**src/rtl/gate_unit_arbiter.sv**
```systemverilog
// Round-robin arbiter that shares one registered bitwise gate unit among
// NUM_REQ requesters, returning each result with its owner's ID.
module gate_unit_arbiter #(
  parameter int NUM_REQ = 4,
  parameter int WIDTH   = 8,
  parameter int ID_W    = 2
) (
  input  logic                     clk,
  input  logic                     rst,
  input  logic [NUM_REQ-1:0]       req,
  input  logic [3*NUM_REQ-1:0]     op,
  input  logic [WIDTH*NUM_REQ-1:0] a,
  input  logic [WIDTH*NUM_REQ-1:0] b,
  output logic [NUM_REQ-1:0]       gnt,
  output logic                     rsp_valid,
  input  logic                     rsp_ready,
  output logic [ID_W-1:0]          rsp_id,
  output logic [WIDTH-1:0]         rsp_data,
  output logic                     rsp_err,
  output logic [15:0]              done_count,
  output logic                     busy
);

  typedef enum logic [2:0] {
    OP_AND  = 3'd0,
    OP_OR   = 3'd1,
    OP_XOR  = 3'd2,
    OP_XNOR = 3'd3,
    OP_NAND = 3'd4,
    OP_NOR  = 3'd5,
    OP_BAD6 = 3'd6,
    OP_BAD7 = 3'd7
  } op_e;

  logic [ID_W-1:0]  lp;
  logic [ID_W-1:0]  gnt_idx;
  logic             gnt_any;
  logic             can_issue;
  int               scan_idx;
  logic [2:0]       sel_op;
  logic [WIDTH-1:0] sel_a;
  logic [WIDTH-1:0] sel_b;
  logic [WIDTH-1:0] gate_data;
  logic             gate_err;

  // Scan starts just after the last granted index so every requester gets a turn.
  always_comb begin
    can_issue = !rsp_valid || rsp_ready;
    gnt       = '0;
    gnt_idx   = '0;
    gnt_any   = 1'b0;
    scan_idx  = 0;
    sel_op    = '0;
    sel_a     = '0;
    sel_b     = '0;
    if (!rst && can_issue) begin
      for (int k = 1; k <= NUM_REQ; k++) begin
        scan_idx = (int'(lp) + k) % NUM_REQ;
        if (!gnt_any && req[scan_idx]) begin
          gnt[scan_idx] = 1'b1;
          gnt_idx       = ID_W'(scan_idx);
          gnt_any       = 1'b1;
          sel_op        = op[3*scan_idx +: 3];
          sel_a         = a[WIDTH*scan_idx +: WIDTH];
          sel_b         = b[WIDTH*scan_idx +: WIDTH];
        end
      end
    end
  end

  always_comb begin
    gate_data = '0;
    gate_err  = 1'b0;
    case (op_e'(sel_op))
      OP_AND:  gate_data = sel_a & sel_b;
      OP_OR:   gate_data = sel_a | sel_b;
      OP_XOR:  gate_data = sel_a ^ sel_b;
      OP_XNOR: gate_data = ~(sel_a ^ sel_b);
      OP_NAND: gate_data = ~(sel_a & sel_b);
      OP_NOR:  gate_data = ~(sel_a | sel_b);
      default: gate_err  = 1'b1;
    endcase
  end

  // A new acceptance overwrites the response in the same edge the old one retires.
  always_ff @(posedge clk) begin
    if (rst) begin
      rsp_valid  <= 1'b0;
      rsp_id     <= '0;
      rsp_data   <= '0;
      rsp_err    <= 1'b0;
      done_count <= '0;
      lp         <= ID_W'(NUM_REQ - 1);
    end else begin
      if (rsp_valid && rsp_ready)
        done_count <= done_count + 16'd1;
      if (gnt_any) begin
        rsp_valid <= 1'b1;
        rsp_id    <= gnt_idx;
        rsp_data  <= gate_data;
        rsp_err   <= gate_err;
        lp        <= gnt_idx;
      end else if (rsp_ready) begin
        rsp_valid <= 1'b0;
      end
    end
  end

  assign busy = rsp_valid || (|req);

endmodule

```
**config.mk**
```make
export PLATFORM = sky130hd
export DESIGN_NAME = gate_unit_arbiter
export DESIGN_NICKNAME = d
export VERILOG_FILES = /design/src/rtl/gate_unit_arbiter.sv
export SDC_FILE = /design/constraint.sdc
export NUM_CORES = 1
export LEC_CHECK = 0
export ABC_AREA = 1
export BUFFER_PORTS_ARGS = -buffer_cell sky130_fd_sc_hd__buf_2
export CORE_UTILIZATION = 41
export DETAILED_ROUTE_END_ITERATION = 12
export SLEW_MARGIN = 20
export SYNTH_ARGS = -nofsm -noshare
export SYNTH_HDL_FRONTEND = slang
export SYNTH_SLANG_ARGS = --single-unit
```
**constraint.sdc**
```tcl
create_clock -name clk -period 3.97 [get_ports clk]
set_input_delay 0.397 -clock clk [delete_from_list [all_inputs] [get_ports clk]]
set_output_delay 0.397 -clock clk [all_outputs]
set_load 0.03 [all_outputs]
```
==> metrics.txt, run 1 <==
setup violators final=0; Max Freq=0.284 GHz; Final #Nets=1190; initial antenna violation count=0; Setup WS pre-CTS=0.446 ns; # port buffers=115; first-pass GRT wire length=26.5 mm; Final Cycle Share=~89%; Seq/Total Area, Yosys=11.0%; Routed WL=15.7 mm; Slew headroom=between 50% and 60%; Max Buffers Root-to-Sink=2; Worst-path clk slew=~0.050 ns; cell family with most CP delay=simple AND/OR/NAND/NOR gates; Worst Hold Class=flop to flop; Cells after Synth=1003; leakage power=3.35 nW; synth warn=0; reg-to-reg slack, setup=0.45 ns; area grow syn2layout=13.6%; Final ANT Viol Nets=0; Total GRT Usage=22.7%; Vias per Instance=5.08; RSZ-0062 raised after global routing=false; Worst R2R End=rsp_data[0]; Crit Path Class=flop to flop; Worst Path Max Fanout=22; clk sinks=30; largest net degree at the start of global routing=64; CP bufs+invs=5; First-pass DRT Iterations=5; CTS Hold Bufs=0; GPL Wtd Cong=0.936; Max Slew Vio Count=0; total gr overflow=0; Distinct cells, synth=42; Worst EP required=4.17 ns; Clk Latency, worst-skew pair=0.27 ns; layout cells sized above 1=17.1%; vias in the first global route=around 6000; clk root buf=clkbuf_16; CP endpoint kind=flop; R2R cell count=19; most common cell type on the critical path=nand2_1; outcome=finished clean; Critical Path End=rsp_data[0]; wire per inst=12.5 um; mapped cell area=~5500 um^2; critical path depth in cells=19; Syn Nets=1111; Die ar.=13800 um^2; commonest non-fill, non-tap cells in the layout=301 x nand2_1, 143 x o21ai_0, 131 x inv_1; Yosys top cell area share=between 20% and 30%; cell taking the most area after synthesis=nand2_1; CP cell instances=inv_2, ha_1, inv_2, nand3_2, nand2_8, inv_4, nand3_4, nor2_8, o21ai_2, o21ai_2, inv_1, nand2_2, buf_4, nand2_2, nand2_1, nand2_1, nand3_1, nand2_1, a21oi_2; Clock Skew=roughly 0.0016 ns; worst setup margin=0.447 ns; Hold WS=around 0.45 ns; total power draw=6.31 mW; TritonCTS Buffers=5; initial core utilization=42.7%; Worst path max stage delay=0.48 ns; DRC=0; Peak VDD IR=approximately 0.00048 V; CTS tree=built; vias=around 6400; slew of the pin with the lowest slew margin=0.722 ns; post-synthesis sequential element count=30; Reg2Reg Launch Point=lp[1]; minimum clock period after layout=3.52 ns; commonest non-fill, non-tap cell in the layout=nand2_1; Post-CTS Setup Bufs=0; synth top area cells=nand2_1 21%, o21ai_0 13%, dfxtp_1 11%, inv_1 9.0%, nand3_1 7.5%; IO Count=116; Chip Height=118 um; hpwl dp=roughly 12 mm; cell row count=41; Final TNS setup=0 ns; DR iter-0 viols=around 390; CTS resizes=0; slowest CP cell=dfxtp_2; crit path from=lp[1]; Mapped Avg Cell Area=5.46 um^2; Core Area=12800 um^2; CP arrival=3.73 ns; max-cap violations=0; Critical Path Source Type=flop; Die Wd=about 120 um; H-tree Lvls=2; power per cell area=~1000 nW/um^2; final hold vios=0; ant diodes=0
layout make-up:
cell class	count	area, um^2
Clock buffer	7	143
Clock inverter	1	5.00
Fill cell	1433	6600
Inverter	139	527
Multi-Input combinational cell	778	4060
Sequential cell	30	606
Tap cell	172	215
Timing Repair Buffer	128	673
metrics by stage:
step / utilization [%] / instance area [um^2] / cells
after floorplan: - / 5480 / 1003
after global placement: 47.4 / 6080 / 1247
after detailed placement: 47.4 / 6080 / 1247
after CTS: 48.5 / 6230 / 1255
after global routing: 48.5 / 6230 / 1255
final: 48.5 / 6230 / 1255
where the power goes:
group / leakage [nW] / internal, mW / switching, mW / total [mW]
Combinational: 3.03 / 1.83 / 3.70 / 5.53
Sequential: 0.244 / 0.355 / 0.0542 / 0.409
Clock: 0.0739 / 0.248 / 0.121 / 0.368
Total: 3.35 / 2.43 / 3.88 / 6.31
kinds of logic (layout without fill, tap and decap cells):
| kind of cell | after synthesis | in the layout | synth area share [%] |
|---|---|---|---|
| simple gates | 506 | 506 | 40.5 |
| compound gates | 216 | 216 | 22.2 |
| buf+inv | 195 | 275 | 15.0 |
| mux | 30 | 30 | 5.48 |
| flops | 30 | 30 | 11.0 |
| fa+ha+maj | 25 | 25 | 5.71 |
| xor+xnor | 1 | 1 | 0.160 |
worst min path at each step:
stage | start | end | slack (ns) | cells past startpoint
after global placement | done_count[15] | done_count[15] | 0.44 | 1
after CTS | done_count[15] | done_count[15] | 0.45 | 1
after detailed placement | done_count[15] | done_count[15] | 0.44 | 1
after floorplan | done_count[15] | done_count[15] | 0.57 | 1
after global routing | done_count[15] | done_count[15] | 0.47 | 1
final | done_count[15] | done_count[15] | 0.45 | 1
routing by layer:
metal | GRT usage [%] | part of all wire (%) | up-vias
li1 | - | - | 3384
met1 | 28.5 | 46 | 2789
met2 | 40.6 | 47 | 174
met3 | 2.62 | 4.4 | 25
met4 | 6.01 | 2.4 | 0
met5 | 0 | 0 | -
worst reg2reg max path, cell delays in order (launching register included):
cell and delay (ns):
dfxtp_2 0.48, inv_2 0.17, ha_1 0.48, inv_2 0.17, nand3_2 0.20, nand2_8 0.16
inv_4 0.15, nand3_4 0.11, nor2_8 0.31, o21ai_2 0.10, o21ai_2 0.19, inv_1 0.08
nand2_2 0.10, buf_4 0.24, nand2_2 0.11, nand2_1 0.07, nand2_1 0.05, nand3_1 0.08
nand2_1 0.06, a21oi_2 0.13
sequential cells by signal, summed over array words and instances, names as in the netlist:
name        flops
done_count     16
rsp_data        8
lp              2
rsp_id          2
rsp_err         1
rsp_valid       1
synthesized netlist by cell type, drive strengths merged:
| cell type | instances |
|---|---|
| a211oi | 16 |
| a21oi | 33 |
| a22oi | 2 |
| a31oi | 1 |
| and2 | 2 |
| buf | 33 |
| clkbuf | 23 |
| dfxtp | 30 |
| ha | 25 |
| inv | 139 |
| mux2i | 30 |
| nand2 | 314 |
| nand3 | 88 |
| nand3b | 5 |
| nand4 | 3 |
| nor2 | 89 |
| nor3 | 5 |
| o211ai | 12 |
| o21ai | 149 |
| o221ai | 1 |
| o22ai | 2 |
| xor2 | 1 |
(Power assumes the default switching activity.)
==> run 2: changes to the inputs <==
BUFFER_PORTS_ARGS = -buffer_cell sky130_fd_sc_hd__buf_4   (was -buffer_cell sky130_fd_sc_hd__buf_2)
==> run 2 against run 1 <==
Effect of this change:
- via count decreased by 0.56%
- final cell count unchanged
- final area up 5.1%
- sequential power shrank 5%
==> metrics.txt, run 2 (same netlist as run 1, synthesis figures left out) <==
outcome=finished clean; Worst-path clk slew=~0.050 ns; Routed WL=15.8 mm; Die Wd=roughly 120 um; GPL Wtd Cong=between 0.9 and 1; Max Buffers Root-to-Sink=2; largest net degree at the start of global routing=73; CTS Hold Bufs=0; # port buffers=115; H-tree Lvls=2; Core Area=12800 um^2; clk sinks=30; cell row count=41; Worst Hold Class=input pin to flop; Final ANT Viol Nets=0; DR iter-0 viols=419; ant diodes=0; vias in the first global route=5758; Post-CTS Setup Bufs=0; Peak VDD IR=around 0.00039 V; largest reg by FF count=done_count; hpwl dp=12.5 mm; initial antenna violation count=0; Max Slew Vio Count=0; final instance area=6550 um^2; max reg flops=16; setup violators final=0; minimum clock period after layout=approximately 3.4 ns; Clk Latency, worst-skew pair=0.27 ns; initial core utilization=42.7%; Slew headroom=49.8%; first-pass GRT wire length=26.9 mm; CP endpoint kind=flop; Chip Height=118 um; Die ar.=13800 um^2; vias=between 6000 and 7000; final hold vios=0; Total GRT Usage=23.2%; Crit Path Class=flop to flop; RSZ-0062 raised after global routing=false; Final Cycle Share=between 80% and 90%; IO Count=around 120; Largest regs=done_count x16, rsp_data x8; slew of the pin with the lowest slew margin=0.750 ns; Critical Path Source Type=flop; layout cells sized above 1=17.2%; Clock Skew=0.00270 ns; CTS tree=built; power per cell area=978 nW/um^2; TritonCTS Buffers=5; commonest non-fill, non-tap cell in the layout=nand2_1; wire per inst=12.6 um; Vias per Instance=around 5.0; DRC=0; Final #Nets=1190; leakage power=approximately 3.4 nW; max-cap violations=0; total gr overflow=0; Area after DPL=6380 um^2; CP arrival=3.53 ns; clk root buf=clkbuf_16; commonest non-fill, non-tap cells in the layout=301 x nand2_1, 143 x o21ai_0, 131 x inv_1; Worst Path Max Fanout=19; First-pass DRT Iterations=6; Max Freq=roughly 0.30 GHz; Worst EP required=4.13 ns; Final TNS setup=0 ns; area grow syn2layout=19.4%; CTS resizes=0
==> run 2: cell types whose count changed in the layout (fill, tap and decap cells not counted) <==
| cell | before | now |
|---|---|---|
| buf_4 | 13 | 127 |
| clkbuf_1 | 1 | 0 |
| clkbuf_8 | 1 | 3 |
| buf_12 | 0 | 1 |
| clkinv_2 | 1 | 0 |
| buf_2 | 115 | 0 |
==> run 2: path summary, 6_finish.rpt <==
kind / startpoint / to / slack, ns / cells after the start
worst max-delay path: lp[1] / rsp_data[6] / 0.60 / 18
worst min-delay path: rst / rsp_data[0] / 0.44 / 2
worst max register to register: lp[1] / rsp_data[6] / 0.60 / 18
worst min register to register: done_count[15] / done_count[15] / 0.45 / 1
==> run 2: routing by layer <==
metal  up-vias  wire (um)  part of all wire, %  global-route usage [%]
li1       3391          -                    -                       -
met1      2753       7230                   46                    28.1
met2       168       7540                   48                    41.5
met3        24        632                  4.0                    2.66
met4         0        437                  2.8                    8.81
met5         -          0                    0                       0
==> run 2: stage by stage <==
step           worst slack, ns  total power [mW]  util, %  instances  hold WS (ns)
5_1_grt                  0.181              7.25     51.0       1255         0.445
2_1_floorplan            0.695              4.89        -       1003         0.575
4_1_cts                  0.579              6.43     51.0       1255         0.438
3_5_place_dp             0.596              6.01     49.7       1247         0.443
3_3_place_gp             0.657              6.01     49.7       1247         0.440
6_report                 0.595              6.40     51.0       1255         0.439
==> run 2: final cells by class <==
| type | instances | area (um^2) |
|---|---|---|
| fill | 1416 | 6280 |
| clock buffer | 8 | 166 |
| timing repair buffer | 128 | 973 |
| inverter | 139 | 527 |
| tap | 172 | 215 |
| sequential | 30 | 606 |
| multi-input combinational | 778 | 4060 |
==> run 2: power breakdown <==
part / total, mW / switching [mW] / internal [mW]
Combinational: 5.60 / 3.71 / 1.89
Sequential: 0.390 / 0.0349 / 0.355
Clock: 0.407 / 0.124 / 0.283
==> run 2: worst max-delay path, stage by stage, from the launching register on <==
cell and delay, ns:
dfxtp_2 0.33, inv_2 0.09, ha_1 0.46, inv_2 0.19
nand3_2 0.20, nand2_8 0.15, inv_4 0.14, nand4_2 0.36
buf_12 0.29, o21ai_0 0.15, nor2_1 0.09, ha_1 0.30
inv_1 0.04, nand3_1 0.07, nand2_1 0.05, nor2_1 0.11
nand2_1 0.08, nand2_1 0.08, a21oi_2 0.05
